--- src/rtl/score_pkg.sv ---
// Shared types and constants for the score keeper: FSM states, BCD digit type
// and the difficulty clamp applied to Hit operands.
package score_pkg;

    typedef enum logic [2:0] {
        IDLE,
        D0,
        D1,
        D2,
        D3
    } state_t;

    typedef logic [3:0] bcd_t;

    localparam bcd_t       DIGIT_MAX = 4'd9;
    localparam logic [3:0] DIFF_MIN  = 4'd1;
    localparam logic [3:0] DIFF_MAX  = 4'd8;

    function automatic logic [3:0] clamp_difficulty(input logic [3:0] diff);
        logic [3:0] result;
        result = diff;
        if (diff < DIFF_MIN) begin
            result = DIFF_MIN;
        end else if (diff > DIFF_MAX) begin
            result = DIFF_MAX;
        end
        return result;
    endfunction

endpackage

--- src/rtl/bcd_digit_addsub.sv ---
// Single BCD digit add/subtract step with carry/borrow in and out.
// cout is the carry on add and the borrow on subtract.
module bcd_digit_addsub
    import score_pkg::*;
(
    input  bcd_t       digit,
    input  logic [3:0] op,
    input  logic       cin,
    input  logic       sub,
    output bcd_t       digit_out,
    output logic       cout
);

    logic [4:0] total;
    logic [4:0] need;

    always_comb begin
        total     = {1'b0, digit} + {1'b0, op} + {4'b0, cin};
        need      = {1'b0, op} + {4'b0, cin};
        digit_out = digit;
        cout      = 1'b0;
        if (sub) begin
            if ({1'b0, digit} < need) begin
                digit_out = 4'({1'b0, digit} + 5'd10 - need);
                cout      = 1'b1;
            end else begin
                digit_out = 4'({1'b0, digit} - need);
            end
        end else if (total > 5'(DIGIT_MAX)) begin
            digit_out = 4'(total - 5'd10);
            cout      = 1'b1;
        end else begin
            digit_out = total[3:0];
        end
    end

endmodule

--- src/rtl/score_keeper.sv ---
// Four-digit BCD score accumulator: Hit adds the clamped difficulty, Miss
// subtracts a penalty; one digit per cycle, result committed atomically.
module score_keeper
    import score_pkg::*;
#(
    parameter int unsigned MISS_PENALTY = 1
) (
    input  logic       Clock,
    input  logic       Reset_n,
    input  logic       Clear,
    input  logic       Hit,
    input  logic       Miss,
    input  logic [3:0] Difficulty,
    output bcd_t       ScoreThousands,
    output bcd_t       ScoreHundreds,
    output bcd_t       ScoreTens,
    output bcd_t       ScoreOnes,
    output logic       Busy,
    output logic       Saturated,
    output logic       Dropped
);

    localparam logic [3:0] PENALTY = 4'(MISS_PENALTY);

    state_t     state, nextState;
    bcd_t [3:0] score, work, commitScore;
    logic [3:0] opReg, pendOp, evOp;
    logic       subReg, pendSub, pendValid, carry;
    logic       busyReg, satReg, dropReg;
    logic       ev, evSub, slotFree, directLoad, toPend, discard, dropNow, satSet;

    logic [1:0] idx;
    bcd_t       aluIn, aluOut;
    logic [3:0] aluOp;
    logic       aluCin, aluCout;

    // Hit wins when both arrive together; the Miss is reported via Dropped.
    assign ev    = Hit | Miss;
    assign evSub = ~Hit;
    assign evOp  = Hit ? clamp_difficulty(Difficulty) : PENALTY;

    always_comb begin
        idx = 2'd0;
        case (state)
            D1:      idx = 2'd1;
            D2:      idx = 2'd2;
            D3:      idx = 2'd3;
            default: idx = 2'd0;
        endcase
        aluIn  = work[idx];
        aluOp  = (state == D0) ? opReg : '0;
        aluCin = (state == D0) ? 1'b0 : carry;
    end

    bcd_digit_addsub u_alu (
        .digit     (aluIn),
        .op        (aluOp),
        .cin       (aluCin),
        .sub       (subReg),
        .digit_out (aluOut),
        .cout      (aluCout)
    );

    always_comb begin
        commitScore = {aluOut, work[2], work[1], work[0]};
        satSet      = 1'b0;
        if (aluCout) begin
            if (subReg) begin
                commitScore = '0;
            end else begin
                commitScore = {4{DIGIT_MAX}};
                satSet      = (state == D3);
            end
        end
    end

    // The D3 commit frees the slot in the same cycle, so an event arriving
    // then is never lost; with no pending work it starts immediately.
    always_comb begin
        slotFree   = !pendValid || (state == D3);
        directLoad = (state == D3) && !pendValid;
        toPend     = ev && (state != IDLE) && slotFree && !directLoad;
        discard    = ev && (state != IDLE) && !slotFree;
        dropNow    = (Hit && Miss) || discard;
    end

    always_comb begin
        nextState = state;
        case (state)
            IDLE:    if (ev) nextState = D0;
            D0:      nextState = D1;
            D1:      nextState = D2;
            D2:      nextState = D3;
            D3:      nextState = (pendValid || ev) ? D0 : IDLE;
            default: nextState = IDLE;
        endcase
        if (Clear) begin
            nextState = IDLE;
        end
    end

    always_ff @(posedge Clock or negedge Reset_n) begin
        if (!Reset_n) begin
            state <= IDLE;
        end else begin
            state <= nextState;
        end
    end

    always_ff @(posedge Clock or negedge Reset_n) begin
        if (!Reset_n) begin
            score     <= '0;
            work      <= '0;
            opReg     <= '0;
            subReg    <= 1'b0;
            carry     <= 1'b0;
            pendValid <= 1'b0;
            pendOp    <= '0;
            pendSub   <= 1'b0;
            busyReg   <= 1'b0;
            satReg    <= 1'b0;
            dropReg   <= 1'b0;
        end else if (Clear) begin
            score     <= '0;
            pendValid <= 1'b0;
            busyReg   <= 1'b0;
            satReg    <= 1'b0;
            dropReg   <= 1'b0;
        end else begin
            busyReg <= (nextState != IDLE);
            dropReg <= dropNow;
            case (state)
                IDLE: begin
                    if (ev) begin
                        work   <= score;
                        opReg  <= evOp;
                        subReg <= evSub;
                    end
                end
                D0, D1, D2: begin
                    work[idx] <= aluOut;
                    carry     <= aluCout;
                end
                D3: begin
                    score  <= commitScore;
                    satReg <= satReg | satSet;
                    if (pendValid) begin
                        work   <= commitScore;
                        opReg  <= pendOp;
                        subReg <= pendSub;
                    end else if (ev) begin
                        work   <= commitScore;
                        opReg  <= evOp;
                        subReg <= evSub;
                    end
                end
                default: ;
            endcase
            if (toPend) begin
                pendValid <= 1'b1;
                pendOp    <= evOp;
                pendSub   <= evSub;
            end else if (state == D3) begin
                pendValid <= 1'b0;
            end
        end
    end

    assign ScoreThousands = score[3];
    assign ScoreHundreds  = score[2];
    assign ScoreTens      = score[1];
    assign ScoreOnes      = score[0];
    assign Busy           = busyReg;
    assign Saturated      = satReg;
    assign Dropped        = dropReg;

endmodule

--- config.mk ---
export PLATFORM = sky130hd
export DESIGN_NAME = score_keeper
export DESIGN_NICKNAME = d
export VERILOG_FILES = /design/src/rtl/score_pkg.sv /design/src/rtl/bcd_digit_addsub.sv /design/src/rtl/score_keeper.sv
export SDC_FILE = /design/constraint.sdc
export NUM_CORES = 1
export LEC_CHECK = 0
export ABC_AREA = 1
export BUFFER_PORTS_ARGS = -buffer_cell sky130_fd_sc_hd__buf_2
export CAP_MARGIN = 20
export CORE_MARGIN = 4
export CORE_UTILIZATION = 45
export DETAILED_ROUTE_END_ITERATION = 16
export GPL_TIMING_DRIVEN = 1
export MAX_ROUTING_LAYER = met4
export SLEW_MARGIN = 20
export SYNTH_ARGS = -nofsm -noshare
export SYNTH_HDL_FRONTEND = slang
export SYNTH_HIERARCHICAL = 1
export SYNTH_SLANG_ARGS = --single-unit
--- constraint.sdc ---
create_clock -name Clock -period 6.9 [get_ports Clock]
set_input_delay 1.035 -clock Clock [delete_from_list [all_inputs] [get_ports Clock]]
set_output_delay 1.035 -clock Clock [all_outputs]
set_load 0.005 [all_outputs]
==> metrics list, run 1 <==
- Setup violations remaining at the end of the flow were counted as 0.
* Area after detailed placement: about 3700 um2
* Wire length reported by the detailed router: approximately 8.7 mm
* Max Root-Sink Buffers: 2
* Worst hold slack: slightly below 0.5 ns
- Routed Antenna Nets: 0
* Post-Syn Area: around 3500 um2
- The worst register-to-register path has a depth of 25.
- Final HPWL from detailed placement: approximately 6.3 mm
- Critical Setup Path Class: reg -> reg
* Static leakage: approximately 2.0 nW
- Max-Slew Margin vs Limit: 56.3%
- Latest clock arrival within the worst-skew pair: a little over 0.3 ns
* Number of fillers in the final layout: a little under 800
- Layout area overhead: 8.14%
- Setup repair after global routing left no endpoint under its margin.
- Along the worst hold path, the cell count comes to 2.
* Starting density of the core: approximately 47%
* Fraction of final layout cells with drive strength greater than 1: a little over a tenth
- Mean instance size in the synthesized netlist: 6.99 um2
- Clock Pin Slew Worst Setup and Hold Paths: approximately 0.10 ns
- After the first detailed-routing iteration, the DRC count stood at around 240.
- Timing-limited maximum frequency: between 200 and 250 MHz
- The multi-input combinational cells in the finished layout cover a total of about 1900 um2.
* Final critical-path setup slack: between 2 and 2.5 ns
- In the final layout, flip-flops and latches occupy 1250 um2.
- Dividing total power by cell area gives a power density of approximately 320 nW/um2.
- Required time of the critical path: 7.12 ns
- Most heavily used metal layer in global routing: met2
- The number of placed instances, taps included, is just over 600.
- Data arrives at the worst endpoint at roughly 4.7 ns.
- Kind of end point of the critical path: register
- The number of gates resized after CTS was 0.
- For this run, asynchronously set or reset flops after synthesis account for 100%.
* Register-to-Register Setup Slack: 2.44 ns
- Least-Margin Pin Slew: ~0.65 ns
- Post-Syn Instances: 497
- The floorplan step defined a die boundary enclosing around 9200 um2.
- Result of the run: completed
* Via count normalized by instance count: between 5 and 6
- Yosys mapped a number of flops with a built-in enable equal to 0.
* Final worst path period need: 4.46 ns
- Mapped Nets: between 500 and 600
- The worst register-to-register path ends at work[3].
- Placer's final routability congestion estimate: 0.907
* Critical register-to-register path startpoint: state[1]
- Type of element launching the critical path: register
* Number of top-level pins: 28
- Count of synthesis-stage warnings from yosys: 6
- Among the stages of the critical path, the cell type that occurs most often is sky130_fd_sc_hd__nand2_1.
- The most used flip-flop cell after synthesis is sky130_fd_sc_hd__dfrtp_1.
* Worst min-delay path category: reg -> reg
* Number of antenna violations at the first check in global routing: 0
- Count of distinct cell types in the synthesized netlist: 33
* Post-cts hold buffer count: 0
* Number of standard cells in the final layout excluding fillers: 620
- Row generation in the floorplan step produced 31 rows.
- The floorplan step set the die width to about 96 um.
- In this run the worst path has a maximum fanout of 34.
- Total negative slack for setup checks: 0 ns
* Number of clock buffers inserted by TritonCTS: 5
- Maximum Capacitance Violations: 0
* Cell with the biggest individual delay on the critical path: sky130_fd_sc_hd__nand2_2
- Setup Buffers After CTS: 0
* Post-Route Skew: 0.0103 ns
- Hold Violations, Final: 0
- Met3 track utilization from global routing: 3.28%
* Final critical-path share of the clock period: roughly 65%
- Number of port buffers: 27
- Number of search-and-repair iterations in the first detailed-routing pass: 5
- At the placement stage, the worst setup path has a slack of approximately 2.5 ns.
- Met1 usage: 30.5%
- CTS built an H-tree with a depth of 2.
- Sequential elements use between 30% and 40% of the synthesized area.
* First-pass GRT wire length: approximately 15 mm
* Routed vias: 3216
* TritonCTS clock tree: yes
- For this run, the total global-route usage over all layers was measured as between 20% and 30%.
* Final routed DRC violation total: 0
* Grt met2 use: roughly 31%
- Number of pins with negative max-slew slack in the final report: 0
- The number of antenna diodes in the final layout is 0.
- The largest single stage delay on the critical path is about 0.50 ns.
- VDD sags by at most roughly 0.12 mV.
- In the final design database the tool counted approximately 550 nets.
* Via count of the first global-routing pass: approximately 3000
* Area of the core region: roughly 7400 um2
- Hold path endpoint: pendOp[2]
* Worst Hold Launch: pendOp[2]
- DR WL/cell: around 14 um
- Maximum number of pins on one net before global-route repair: 51
- Vertical extent of the die: between 90 and 100 um
- After synthesis the netlist holds a flip-flop and latch count of 50.
- CTS saw 50 sinks.
* Root buffer cell: sky130_fd_sc_hd__clkbuf_8
- For this run, the share of the core covered by cells in the final layout is between 50% and 60%.
- Global routing finished with a remaining overflow of 0.
- Total power for the finished layout comes to 1.20 mW.
- With fillers left out, the area of the finished cells amounts to around 3800 um2.
placed cells by master (no fill, tap or decap), types with 6 or more instances in the layout:
cell	n
sky130_fd_sc_hd__nand2_1	167
sky130_fd_sc_hd__ha_1	12
sky130_fd_sc_hd__buf_2	27
sky130_fd_sc_hd__nor2_1	32
sky130_fd_sc_hd__nand3_1	61
sky130_fd_sc_hd__dfrtp_1	50
sky130_fd_sc_hd__a21oi_1	20
sky130_fd_sc_hd__nand4_1	7
sky130_fd_sc_hd__inv_1	66
sky130_fd_sc_hd__nand2_2	6
sky130_fd_sc_hd__o21ai_0	28
how the worst max path moves through the flow:
stage / from / slack [ns] / cells after the start / endpoint
final: state[1] / 2.44 / 25 / work[3]
after global routing: state[1] / 1.94 / 23 / work[12]
after CTS: state[1] / 2.47 / 23 / work[12]
after detailed placement: state[1] / 2.49 / 25 / work[3]
after global placement: state[1] / 2.64 / 25 / work[3]
after floorplan: state[2] / 3.40 / 27 / work[3]
cell usage after synthesis, types with 2 or more instances:
cell type | instances | share of area (%)
sky130_fd_sc_hd__nand2_1 | 167 | 18
sky130_fd_sc_hd__inv_1 | 66 | 7.1
sky130_fd_sc_hd__nand3_1 | 61 | 8.8
sky130_fd_sc_hd__dfrtp_1 | 50 | 36
sky130_fd_sc_hd__nor2_1 | 32 | 3.5
sky130_fd_sc_hd__o21ai_0 | 28 | 4.0
sky130_fd_sc_hd__a21oi_1 | 20 | 2.9
sky130_fd_sc_hd__ha_1 | 12 | 4.3
sky130_fd_sc_hd__nand4_1 | 7 | 1.3
sky130_fd_sc_hd__nand2_2 | 6 | 1.1
sky130_fd_sc_hd__buf_2 | 5 | 0.72
sky130_fd_sc_hd__buf_4 | 4 | 0.86
sky130_fd_sc_hd__fa_1 | 4 | 2.3
sky130_fd_sc_hd__a31oi_1 | 3 | 0.54
sky130_fd_sc_hd__nand2_4 | 3 | 0.97
sky130_fd_sc_hd__nor2_4 | 3 | 0.97
sky130_fd_sc_hd__o21ai_1 | 3 | 0.43
sky130_fd_sc_hd__xnor2_1 | 3 | 0.76
sky130_fd_sc_hd__xor2_1 | 3 | 0.76
sky130_fd_sc_hd__a21oi_2 | 2 | 0.50
sky130_fd_sc_hd__clkbuf_1 | 2 | 0.22
sky130_fd_sc_hd__o211ai_1 | 2 | 0.43
worst max-delay path: cells and delay by family (launching register included):
family,cells,cell delay [ns]
compound gates,3,0.70
buf+inv,4,0.31
fa+ha+maj,3,0.84
simple gates,15,2.03
flops,1,0.48
state kept, by name, summed over array words and instances (netlist names), 3 cells and up:
name,flops
ScoreHundreds,4
ScoreOnes,4
ScoreTens,4
ScoreThousands,4
opReg,4
pendOp,4
state,3
work,16
cells by family (layout without fill, tap and decap cells):
kind of cell	Yosys count	in the layout	synth area share, %
AOI/OAI and AO/OA	63	63	10.6
xor gates and xnor gates	6	6	1.51
adders and majority gates	16	16	6.63
buffers and inverters	79	103	9.37
DFF	50	50	36.0
and+or+nand+nor	283	283	35.9
where the power goes:
group,leakage [nW],switching (mW),internal (mW)
combinational,1.33,0.430,0.220
sequential,0.675,0.0382,0.340
clock,0.0452,0.103,0.0718
total,2.05,0.571,0.632
area by class of cell:
cell class,count,share of cell area [%]
clock inverters,2,0.367
clock buffers,6,1.93
flip-flops and latches,50,33.3
well taps,99,3.30
inverters,67,6.70
repair buffers,28,3.80
multi-input cells,368,50.6
routing by layer:
| layer | part of all wire, % | routed length (um) |
|---|---|---|
| met5 | 0 | 0 |
| met4 | 1.3 | 112 |
| met3 | 4.6 | 399 |
| met2 | 44 | 3780 |
| met1 | 50 | 4380 |
Note: power is estimated with default switching activity, not from simulation.
==> run 2: changes to the inputs <==
- clock period: 6.9 -> 4.35 ns (I/O delays scaled with it)
==> run 2 against run 1 <==
Compared with the run above: wire length grew 6.8%; final cell count is 0.81% higher; global-route usage is 1.2 points higher; sequential power up 60%; count of clock-buffer cells in the layout fell by 1; largest cell class unchanged; highest routed layer unchanged.
==> metrics list, run 2 (synthesis results as in run 1) <==
* Result of the run: completed
* DR WL/cell: 14.8 um (+6.0%)
- The boundary pin count was 28 (unchanged).
- Wire length reported by the detailed router: 9.26 mm (+6.8%)
- The width of the chip was 95.8 um (unchanged).
* Routed vias: 3292 (+2.4%)
- The number of sinks on the clock net is 50 (unchanged).
- The top cell types in the final layout, fill and taps aside, are 166 x sky130_fd_sc_hd__nand2_1, 65 x sky130_fd_sc_hd__inv_1, 61 x sky130_fd_sc_hd__nand3_1.
- The number of H-tree branching levels was 2 (unchanged).
* Number of standard cells in the final layout excluding fillers: 625 (+0.81%)
* Least-Margin Pin Slew: 0.661 ns (+0.00744 ns)
- CP endpoint: work[13]
- The static power due to leakage came to 2.07 nW (+1.4%).
- The standard cell area after detailed placement came to 3700 um2 (+1.0%).
- The die area was 9190 um2 (unchanged).
* Ant diodes: 0 (unchanged)
- Via count normalized by instance count: 5.27 (+1.5%)
- Vertical extent of the die: 95.8 um (unchanged)
- The sequential fraction of design power is 30.9% (-0.5 points).
- The minimum clock period after layout is 3.92 ns (-0.540 ns).
* Clock power frac: 14.4% (about the same)
- The reg-to-reg setup timing slack came to 0.43 ns (-2.01 ns).
- Number of port buffers: 27 (unchanged)
- The number of flip-flops in the largest register is 16 (unchanged).
* Number of clock buffers inserted by TritonCTS: 5 (unchanged)
- Int Pwr: 1.01 mW (+60%)
* Total power draw: 1.95 mW (+62%)
* Post-placement worst setup slack: 0.286 ns (-2.21 ns)
- The buffer depth of the longest clock path is 2 (unchanged).
- Latest clock arrival within the worst-skew pair: 0.31 ns (about the same)
- Area of the core region: 7370 um2 (unchanged)
- The share of final-layout standard cells stronger than drive strength 1 is 12.5% (+1.6 points).
- The worst register-to-register path begins at state[1].
* Post-cts hold buffer count: 0 (unchanged)
* Final HPWL from detailed placement: 6.83 mm (+7.7%)
- Most common cell after layout, fill and taps aside: sky130_fd_sc_hd__nand2_1
* Area of the multi-input gates: 1910 um2 (+0.33%)
- Total negative slack for setup checks: 0 ns (unchanged)
- Power density of the placed cells: 513 nW/um2 (+60%)
* Kind of end point of the critical path: register
- In this run the worst hold path is classified as in -> async.
- TritonCTS clock tree: yes
- Worst-path fanout max: 16 (-53%)
- Routed Antenna Nets: 0 (unchanged)
- The worst setup slack after layout is 0.433 ns (-2.01 ns).
- Clock Pin Slew Worst Setup and Hold Paths: 0.11 ns (about the same)
- Final instance area: 3800 um2 (+1.2%)
- Reg-to-reg endpoint: work[13]
- Net Switching: 0.940 mW (+65%)
- Layout area overhead: 9.44%
- Worst reg2reg path depth: 21 (-16%)
- Number of pins with negative max-slew slack in the final report: 0 (unchanged)
* Storage cell area: 1250 um2 (unchanged)
* Critical Setup Path Class: reg -> reg
- The total global routing track utilization was 22.4% (+1.2 points).
- Number of rows created at floorplan: 31 (unchanged)
- The maximum clock frequency was 255 MHz (+14%).
* DRC marker count from the first detailed-route iteration: 221 (-6.8%)
- The fraction of power spent switching nets is 48.2% (+0.72 points).
- Worst hold slack: 0.449 ns (-0.0355 ns)
- Final net count: 550 (+0.92%)
- Via count of the first global-routing pass: 3116 (+2.4%)
* Remaining global-route overflow: 0 (unchanged)
- Type of element launching the critical path: register
- Largest vdd supply drop: 0.235 mV (+99%)
- Final core occ: 51.6% (+0.61 points)
- The number of detailed-routing iterations run before antenna repair is 5 (unchanged).
- First-pass GRT wire length: 15.5 mm (+5.0%)
- Register with the most flip-flops: work
- The portion of total power attributed to combinational logic is 54.7% (+0.7 points).
- Number of placed instances, taps included: 617 (+0.82%)
- Max-Slew Margin vs Limit: 55.9% (-0.34 points)
- Hold Violations, Final: 0 (unchanged)
- Root buffer cell: sky130_fd_sc_hd__clkbuf_8
* Number of antenna violations at the first check in global routing: 0 (unchanged)
* Post-Route Skew: 0.0177 ns (+0.00742 ns)
* Placer's final routability congestion estimate: 0.949 (+4.6%)
- Final routed DRC violation total: 0 (unchanged)
- The initial cell density of the core is 47.1% (unchanged).
- First element of the critical path: state[1]
- Maximum Capacitance Violations: 0 (unchanged)
- Number of fillers in the final layout: 745 (-3.4%)
* Required time of the critical path: 4.61 ns (-2.51 ns)
* Maximum number of pins on one net before global-route repair: 51 (unchanged)
- The endpoint arrival time on the critical path is 4.17 ns (-0.51 ns).
* Final count of negative-setup-slack endpoints: 0 (unchanged)
* RSZ-0062 raised after global routing: no
- Final critical-path share of the clock period: 90.0% (+25 points)
-- run 2: timing repair --
action / 4_1_cts / 5_1_grt
setup buffers: 0 / 0
gates resized for setup: 0 / 3
hold endpoints to repair: 0 / 0
setup endpoints to repair: 0 / 8
-- run 2: worst min-delay path by stage --
stage          startpoint        end  slack, ns  cells past startpoint
6_report          Reset_n   work[14]       0.45                      2
5_1_grt           Reset_n   work[14]       0.50                      2
4_1_cts           Reset_n   work[14]       0.48                      2
3_5_place_dp      work[3]    work[3]       0.46                      2
3_3_place_gp    pendOp[2]  pendOp[2]       0.46                      2
2_1_floorplan     Reset_n       Busy       0.36                      0
-- run 2: power groups by stage --
| stage | Clock, mW | Combinational [mW] | Sequential (mW) |
|---|---|---|---|
| final | 0.281 | 1.07 | 0.603 |
| after floorplan | 0 | 0.804 | 0.592 |
| after detailed placement | 0 | 1.05 | 0.610 |
| after CTS | 0.292 | 1.06 | 0.601 |
| after global routing | 0.308 | 1.21 | 0.613 |
| after global placement | 0 | 1.03 | 0.609 |
-- run 2: critical path, cell delays in order, from the launching register on --
cell	delay, ns
sky130_fd_sc_hd__dfrtp_1	0.49
sky130_fd_sc_hd__nor2_4	0.10
sky130_fd_sc_hd__nand2_2	0.28
sky130_fd_sc_hd__nand2_1	0.19
sky130_fd_sc_hd__o21ai_0	0.19
sky130_fd_sc_hd__inv_1	0.10
sky130_fd_sc_hd__fa_1	0.41
sky130_fd_sc_hd__inv_1	0.10
sky130_fd_sc_hd__fa_1	0.46
sky130_fd_sc_hd__inv_1	0.10
sky130_fd_sc_hd__ha_1	0.19
sky130_fd_sc_hd__nand2_1	0.07
sky130_fd_sc_hd__a21boi_4	0.14
sky130_fd_sc_hd__nand2_4	0.09
sky130_fd_sc_hd__nand2_4	0.06
sky130_fd_sc_hd__nand2_1	0.07
sky130_fd_sc_hd__o21ai_2	0.12
sky130_fd_sc_hd__nor2_2	0.31
sky130_fd_sc_hd__nand2_1	0.08
sky130_fd_sc_hd__o21ai_0	0.11
sky130_fd_sc_hd__nand3_1	0.10
sky130_fd_sc_hd__nand2_1	0.09
-- run 2: cell type report --
cell class | count | area share [%]
well taps | 99 | 3.26
repair buffers | 33 | 4.74
flip-flops and latches | 50 | 32.9
clock buffers | 5 | 1.81
clock inverters | 3 | 0.494
multi-input cells | 368 | 50.1
inverters | 67 | 6.62
-- run 2: layer usage --
metal,track usage (%),share of wire [%],wire (um),up-vias
li1,-,-,-,1644
met1,31.9,48,4470,1556
met2,34.0,46,4240,84
met3,2.97,4.9,452,8
met4,5.09,1.0,95,0
met5,-,0,0,-
